## src/rtl/ad_ip_jesd204_tpl_adc_deframer.sv

```systemverilog
// JESD204 RX transport layer: aligns lane beats to frame starts using the SOF markers and deframes them into per-channel samples.
// Latency is 2 link_clk cycles from the first beat of an aligned pair to adc_data. There is no backpressure (a beat is dropped on misalignment).
// The optional ADC_TPL_SIGN_EXT_EN macro enables sign extension of the N-bit MSB-aligned samples.
module ad_ip_jesd204_tpl_adc_deframer #(
    parameter int NUM_LANES            = 4,
    parameter int NUM_CHANNELS         = 2,
    parameter int SAMPLES_PER_FRAME    = 1,
    parameter int CONVERTER_RESOLUTION = 16
) (
    input  logic                    link_clk,
    input  logic                    link_aresetn,
    input  logic                    link_valid,
    input  logic [3:0]              link_sof,
    input  logic [NUM_LANES*32-1:0] link_data,
    output logic                    adc_valid,
    output logic [NUM_LANES*32-1:0] adc_data,
    output logic                    status_locked,
    output logic [1:0]              status_offset,
    output logic [7:0]              status_err_count,
    input  logic                    status_err_clr
);

    localparam int W   = NUM_LANES * 32;
    localparam int F   = 2 * NUM_CHANNELS * SAMPLES_PER_FRAME / NUM_LANES;
    localparam int FPB = (F > 0) ? 4 / F : 1;
    localparam int DPW = 2 * NUM_LANES / NUM_CHANNELS;
`ifdef ADC_TPL_SIGN_EXT_EN
    localparam int SHIFT = 16 - CONVERTER_RESOLUTION;
`endif

    generate
        if (!(F == 1 || F == 2 || F == 4) ||
            (F * NUM_LANES != 2 * NUM_CHANNELS * SAMPLES_PER_FRAME)) begin : g_bad_frame_size
            $error("ad_ip_jesd204_tpl_adc_deframer: octets per frame must be 1, 2 or 4");
        end
        if (CONVERTER_RESOLUTION < 1 || CONVERTER_RESOLUTION > 16) begin : g_bad_resolution
            $error("ad_ip_jesd204_tpl_adc_deframer: CONVERTER_RESOLUTION must be 1..16");
        end
    endgenerate

    typedef enum logic {
        ST_UNLOCKED = 1'b0,
        ST_LOCKED   = 1'b1
    } state_t;

    state_t         state_q, state_d;
    logic [1:0]     offset_q, offset_d;
    logic [W-1:0]   prev_q, prev_d;
    logic           prev_valid_q, prev_valid_d;
    logic [7:0]     err_count_q, err_count_d;
    logic           adc_valid_q, adc_valid_d;
    logic [W-1:0]   adc_data_q, adc_data_d;

    logic [W-1:0]   aligned;
    logic [W-1:0]   deframed;
    logic           sof_hit;
    logic [1:0]     sof_offset;
    logic           align_err;

    function automatic logic [1:0] sof_index(input logic [3:0] sof);
        logic [1:0] idx;
        idx = 2'd3;
        if (sof[2]) idx = 2'd2;
        if (sof[1]) idx = 2'd1;
        if (sof[0]) idx = 2'd0;
        return idx;
    endfunction

    function automatic logic [15:0] conv_word(input logic [15:0] w);
`ifdef ADC_TPL_SIGN_EXT_EN
        return 16'($signed(w) >>> SHIFT);
`else
        return w;
`endif
    endfunction

    // Window per lane is {cur, prev}; offset 0 takes prev whole, so latency never depends on offset.
    always_comb begin
        aligned = '0;
        for (int l = 0; l < NUM_LANES; l++) begin
            aligned[l*32 +: 32] = 32'({link_data[l*32 +: 32], prev_q[l*32 +: 32]} >> {offset_q, 3'b000});
        end
    end

    // Frame octet i lives in lane i/F at lane octet (frame*F + i%F); sample MSB is the even octet.
    always_comb begin
        deframed = '0;
        for (int j = 0; j < FPB; j++) begin
            for (int m = 0; m < NUM_CHANNELS; m++) begin
                for (int s = 0; s < SAMPLES_PER_FRAME; s++) begin
                    deframed[(m*DPW + j*SAMPLES_PER_FRAME + s)*16 +: 16] = conv_word({
                        aligned[((2*(m*SAMPLES_PER_FRAME+s))/F)*32 + (j*F + (2*(m*SAMPLES_PER_FRAME+s))%F)*8 +: 8],
                        aligned[((2*(m*SAMPLES_PER_FRAME+s)+1)/F)*32 + (j*F + (2*(m*SAMPLES_PER_FRAME+s)+1)%F)*8 +: 8]});
                end
            end
        end
    end

    assign sof_hit    = (link_sof != 4'b0000);
    assign sof_offset = sof_index(link_sof);
    assign align_err  = (state_q == ST_LOCKED) && link_valid && sof_hit && (sof_offset != offset_q);

    always_comb begin
        state_d      = state_q;
        offset_d     = offset_q;
        prev_d       = prev_q;
        prev_valid_d = prev_valid_q;
        err_count_d  = err_count_q;
        adc_valid_d  = 1'b0;
        adc_data_d   = adc_data_q;

        if (!link_valid) begin
            state_d      = ST_UNLOCKED;
            prev_valid_d = 1'b0;
        end else if (state_q == ST_UNLOCKED) begin
            if (sof_hit) begin
                state_d      = ST_LOCKED;
                offset_d     = sof_offset;
                prev_d       = link_data;
                prev_valid_d = 1'b1;
            end else begin
                prev_valid_d = 1'b0;
            end
        end else begin
            prev_d       = link_data;
            prev_valid_d = 1'b1;
            // A misaligned beat spoils the pair it closes, so that one output is suppressed.
            adc_valid_d  = prev_valid_q && !align_err;
            if (align_err) begin
                offset_d = sof_offset;
                if (err_count_q != 8'hFF) begin
                    err_count_d = err_count_q + 8'd1;
                end
            end
        end

        if (adc_valid_d) begin
            adc_data_d = deframed;
        end
        if (status_err_clr) begin
            err_count_d = 8'd0;
        end
    end

    always_ff @(posedge link_clk or negedge link_aresetn) begin
        if (!link_aresetn) begin
            state_q      <= ST_UNLOCKED;
            offset_q     <= 2'd0;
            prev_q       <= '0;
            prev_valid_q <= 1'b0;
            err_count_q  <= 8'd0;
            adc_valid_q  <= 1'b0;
            adc_data_q   <= '0;
        end else begin
            state_q      <= state_d;
            offset_q     <= offset_d;
            prev_q       <= prev_d;
            prev_valid_q <= prev_valid_d;
            err_count_q  <= err_count_d;
            adc_valid_q  <= adc_valid_d;
            adc_data_q   <= adc_data_d;
        end
    end

    assign adc_valid        = adc_valid_q;
    assign adc_data         = adc_data_q;
    assign status_locked    = (state_q == ST_LOCKED);
    assign status_offset    = (state_q == ST_LOCKED) ? offset_q : 2'd0;
    assign status_err_count = err_count_q;

endmodule

```

## config.mk

```make
export PLATFORM = sky130hd
export DESIGN_NAME = ad_ip_jesd204_tpl_adc_deframer
export DESIGN_NICKNAME = d
export VERILOG_FILES = /design/src/rtl/ad_ip_jesd204_tpl_adc_deframer.sv
export SDC_FILE = /design/constraint.sdc
export NUM_CORES = 1
export LEC_CHECK = 0
export CAP_MARGIN = 10
export CORE_AREA = 8 8 183 185
export CTS_CLUSTER_SIZE = 30
export DETAILED_ROUTE_END_ITERATION = 7
export DIE_AREA = 0 0 191 193
export GPL_ROUTABILITY_DRIVEN = 1
export PLACE_DENSITY = 0.7
export SLEW_MARGIN = 20
export SYNTH_ARGS = -nofsm -noshare
export SYNTH_HDL_FRONTEND = slang
export SYNTH_SLANG_ARGS = --single-unit
```

## constraint.sdc

```tcl
create_clock -name link_clk -period 3.1 [get_ports link_clk]
set_clock_uncertainty 0.15 [all_clocks]
set_input_delay 0.62 -clock link_clk [delete_from_list [all_inputs] [get_ports link_clk]]
set_output_delay 0.62 -clock link_clk [all_outputs]
set_load 0.01 [all_outputs]
```

=== Word-level counts from Yosys, hierarchy flattened ===
Index checks and enable logic that the tools add are counted.

* Add/sub/neg operators: 1
* Multiply operators: 0
* Divide/modulo/power cells: 0
* $lt $le $gt $ge: 0
* Equal/unequal tests: 3
* Shifts and indexed selects: 4
* Multiplexer cells: 19
* Bitwise operators: 0
* Reductions and logical operators: 14

{| class="wikitable"
|+ Operator list
! kind !! number
|-
| $mux W128 || 2
|-
| $shr A64 B5 Y32 || 4
|-
| $mux W8 || 5
|-
| $mux W2 || 6
|-
| $reduce_bool A2 Y1 || 5
|-
| $add A8 B1 Y8 const B || 1
|-
| $ne A8 B8 Y1 const B || 1
|-
| $mux W1 || 6
|-
| $logic_and A1 B1 Y1 || 4
|-
| $reduce_and A4 Y1 || 1
|-
| $reduce_bool A4 Y1 || 1
|-
| $reduce_and A3 Y1 || 1
|-
| $ne A2 B1 Y1 const B || 1
|-
| $ne A2 B2 Y1 || 1
|-
| $reduce_and A2 Y1 || 1
|-
| $logic_not A1 Y1 || 1
|}

* Register bits after elaboration: 268
* Bits in latches: 0
* Memory bits (writable): 0
* ROM bits: 0
* Output and inout port bits: 140
* Word-level logic and storage cells: 47
* Memories kept: 0

=== Logic depth before layout (Yosys ltp) ===
* Depth in word-level cells: 9
* Gate-level depth with buffers: 9
* Depth with buffers taken out: 6

=== Worst setup path after synthesis ===
No wires, ideal clock.

* Kind: register to output
* Start: register offset_q[0]
* End: output port status_offset[0]
* Arrival time: 1.480 ns
* Required time: 2.330 ns
* Setup slack: 0.850 ns
* Stages on the path, launching flop included: 6
* Path buffers: 4
* Path through: dfrtp_1 buf_2 clkbuf_1 clkbuf_1 buf_1 and2_1

* Longest elaborated chain between the ends: 1

{| class="wikitable"
|+ Ends and longest elaborated chain
! element !! line !! RTL
|-
| start, declared || 47 || <nowiki>logic [1:0] offset_q, offset_d;</nowiki>
|-
| start signal, assigned || 156 || <nowiki>offset_q <= offset_d;</nowiki>
|-
| $mux W2 || 168 || <nowiki>assign status_offset = (state_q == ST_LOCKED) ? offset_q : 2'd0;</nowiki>
|-
| end, declared || 18 || <nowiki>output logic [1:0] status_offset,</nowiki>
|}

Every way passes these cells.

==> qor.yml <==
run_status:
  status: "completed"
placement:
  port_buffers: 275
  gp_congestion: 0.8094
  dp_hpwl_um: 23520
  place_inst: 1773
critical_path:
  path_buf_inv: 1
  reg2reg_from: "offset_q[1]$_DFFE_PN0P_"
  worst-path-max-fanout: 7
  crit_start: "prev_valid_q$_DFF_PN0_"
  start_kind: "flop"
  crit_type: "flop to output port"
  path_delay_family: "buffers and inverters"
  path_cells: "and2_1, clkdlybuf4s50_1"
  worst_ep_required_time_ns: 2.33
  cpPeakStageDelay_ns: 0.58
  crit_path_top_delay_cell: "clkdlybuf4s50_1"
  arrival_ns: 1.88
  cp-end-kind: "output port"
routing:
  viasPerCell: 5.278
  wl_um: 33760
  drt-initial-drc-count: 428
  num_vias: 9648
  firstDrtPassIters: 5
  drc: 0
  wl_per_cell_um: 18.47
  ant_nets: 0
global_routing:
  grt_max_degree: 77
  track_usage_pct: 18.01
  grt_pass1_vias: 9872
  gr-total-overflow: 0
  grt_pass1_wl_um: 53940
  antenna_found_initial: 1
power:
  p_sw_share_pct: 30.46
  p_int_mw: 9.407
  leakage_nw: 7.352
  max-vdd-ir-drop_v: 0.0006241
  p_clk_share_pct: 25.8
  switchingPower_mw: 4.122
  p_seq_share_pct: 38.2
  p_comb_share_pct: 36.0
  power_density_mw_per_mm2: 776.1
clocking:
  cts.sinks: 268
  cts_resized: 0
  cts_setup_buffers: 0
  clock_path_buffers: 3
  cts.clk_slew.worst_paths_ns: 0.06
  cts.hold.buffers_added: 1
  cts_buffers: 31
  cts_max_level: 1
  clock_latency_ns: 0.55
  cts_root_buf: "clkbuf_16"
  cts_tree: "built"
synthesis:
  synth_edf_count: 0
  synthCells: 1163
  ys_seq_area_share_pct: 50.38
  post-synth-top-count-cell: "dfrtp_1"
  synth_top_cell_area_share_pct: 50.38
  ys_ff_latch: 268
  avgSynthCellArea_sq_um: 11.45
  synth_area_sq_mm: 0.01331
  yosys_most_used_dff: "dfrtp_1"
  synth.area.top_cells: "dfrtp_1, mux2_2, mux2_4"
  syn-num-nets: 1300
  ys_top_cells_by_count: "dfrtp_1, mux2_2, a21oi_1"
  synth_top_area_cell: "dfrtp_1"
  async_flop_share_pct: 100.0
  synth.distinct_cells: 34
  ys.warnings.count: 0
layout:
  syn_to_final_growth_pct: 30.94
  drive_above_1_share_pct: 21.61
  final_cells: 1828
  layout.nets: 1542
  fillers: 2637
timing:
  fin_crit_ns: 2.648
  slew_violations: 0
  relSlewSlack_pct: 41.04
  fmax_mhz: 377.6
  final.period_utilization_pct: 85.43
  worst-slew-pin-transition_ns: 0.8845
  grt_setup_unrepaired: "no"
  setup_tns_ns: 0
  hold_viol_final: 0
  finalSetupViolCount: 0
floorplan:
  die_x_um: 191
  coreArea_sq_mm: 0.03082
  fp-row-count: 65
  die_h_um: 193
  die_area_sq_mm: 0.03686
  start_util_pct: 43.19
  io_pins: 276
min_path:
  worstHoldStart: "adc_data[18]$_DFFE_PN0P_"
  holdCritPathClass: "flop to flop"
flow_run:
  maxCapViolCount: 0
-- final timing paths --
kind | slack (ns) | cells after the start | to
min in group asynchronous | 0.47 | 2 | adc_data[19]$_DFFE_PN0P_
hold reg to reg | 0.33 | 2 | adc_data[18]$_DFFE_PN0P_
hold / removal | 0.33 | 2 | adc_data[18]$_DFFE_PN0P_
setup / recovery | 0.45 | 2 | status_offset[1]
max in group asynchronous | 1.52 | 3 | prev_q[59]$_DFFE_PN0P_
setup reg to reg | 0.70 | 5 | status_err_count[2]$_DFFE_PN0P_
-- layout make-up --
| class | count | area [sq um] | area share, % |
|---|---|---|---|
| antenna | 1 | 2.502 | 0.01436 |
| clock buffer | 44 | 904.6 | 5.189 |
| clock inverter | 9 | 76.32 | 0.4378 |
| inverter | 6 | 25.02 | 0.1436 |
| multi-input combinational | 798 | 6158 | 35.33 |
| sequential | 268 | 6714 | 38.52 |
| tap | 402 | 503.0 | 2.885 |
| timing repair buffer | 300 | 3048 | 17.48 |
-- logic make-up after synthesis --
logic type               count (synthesis)  share of synthesized area, %
AO/OA/AOI/OAI                          267                         11.40
adder cells (fa/ha/maj)                  1                       0.09397
buffers and inverters                   97                         3.534
flip-flops                             268                         50.38
multiplexers                           296                         26.20
AND/OR/NAND/NOR                        234                         8.393
-- placed cells by master (no fill, tap or decap), types with 63 or more instances in the layout --
cell,instances
nand2_1,70
a21oi_1,132
o21ai_1,64
clkdlybuf4s50_1,274
mux2_2,167
dfrtp_1,266
mux2i_1,65
nor2_1,71
a211oi_1,65
mux2_4,63
nor2b_1,69
-- routing by layer --
metal	track usage, %	wire, um	part of all wire, %
met1	24.18	15220	45
met2	29.51	15790	47
met3	3.759	2026	6.0
met4	4.326	705	2.1
met5	0	13	0.039
-- state kept, by name, summed over array words and instances, names as in the netlist --
signal,cells
adc_valid,1
prev_q,128
status_err_count,8
prev_valid_q,1
offset_q,2
adc_data,128
-- metrics by stage --
step	cell area [sq um]	hold slack (ns)	setup slack (ns)	util, %	power [mW]
after floorplan	13310	0.1744	0.8498	-	7.585
after global placement	16440	0.3169	0.2616	53.33	10.05
after detailed placement	16440	0.3246	0.2030	53.33	10.13
after CTS	17430	0.3377	0.4174	56.55	13.73
after global routing	17430	0.3558	0.3942	56.55	14.30
final	17430	0.3309	0.4518	56.55	13.53
-- tightest hold or removal path, cell delays in order, from the launching register on --
cell and delay [ns]:
dfrtp_1 0.34, nand2_1 0.05, o21ai_1 0.06
-- power by group through the flow --
stage               logic, mW  clock network [mW]  registers, mW
floorplan                2.19                   0           5.40
global placement         4.84                   0           5.21
detailed placement       4.93                   0           5.20
CTS                      4.95                3.61           5.18
global route             5.28                3.73           5.29
finish                   4.87                3.50           5.17
Note: power is estimated with default switching activity, not from simulation.
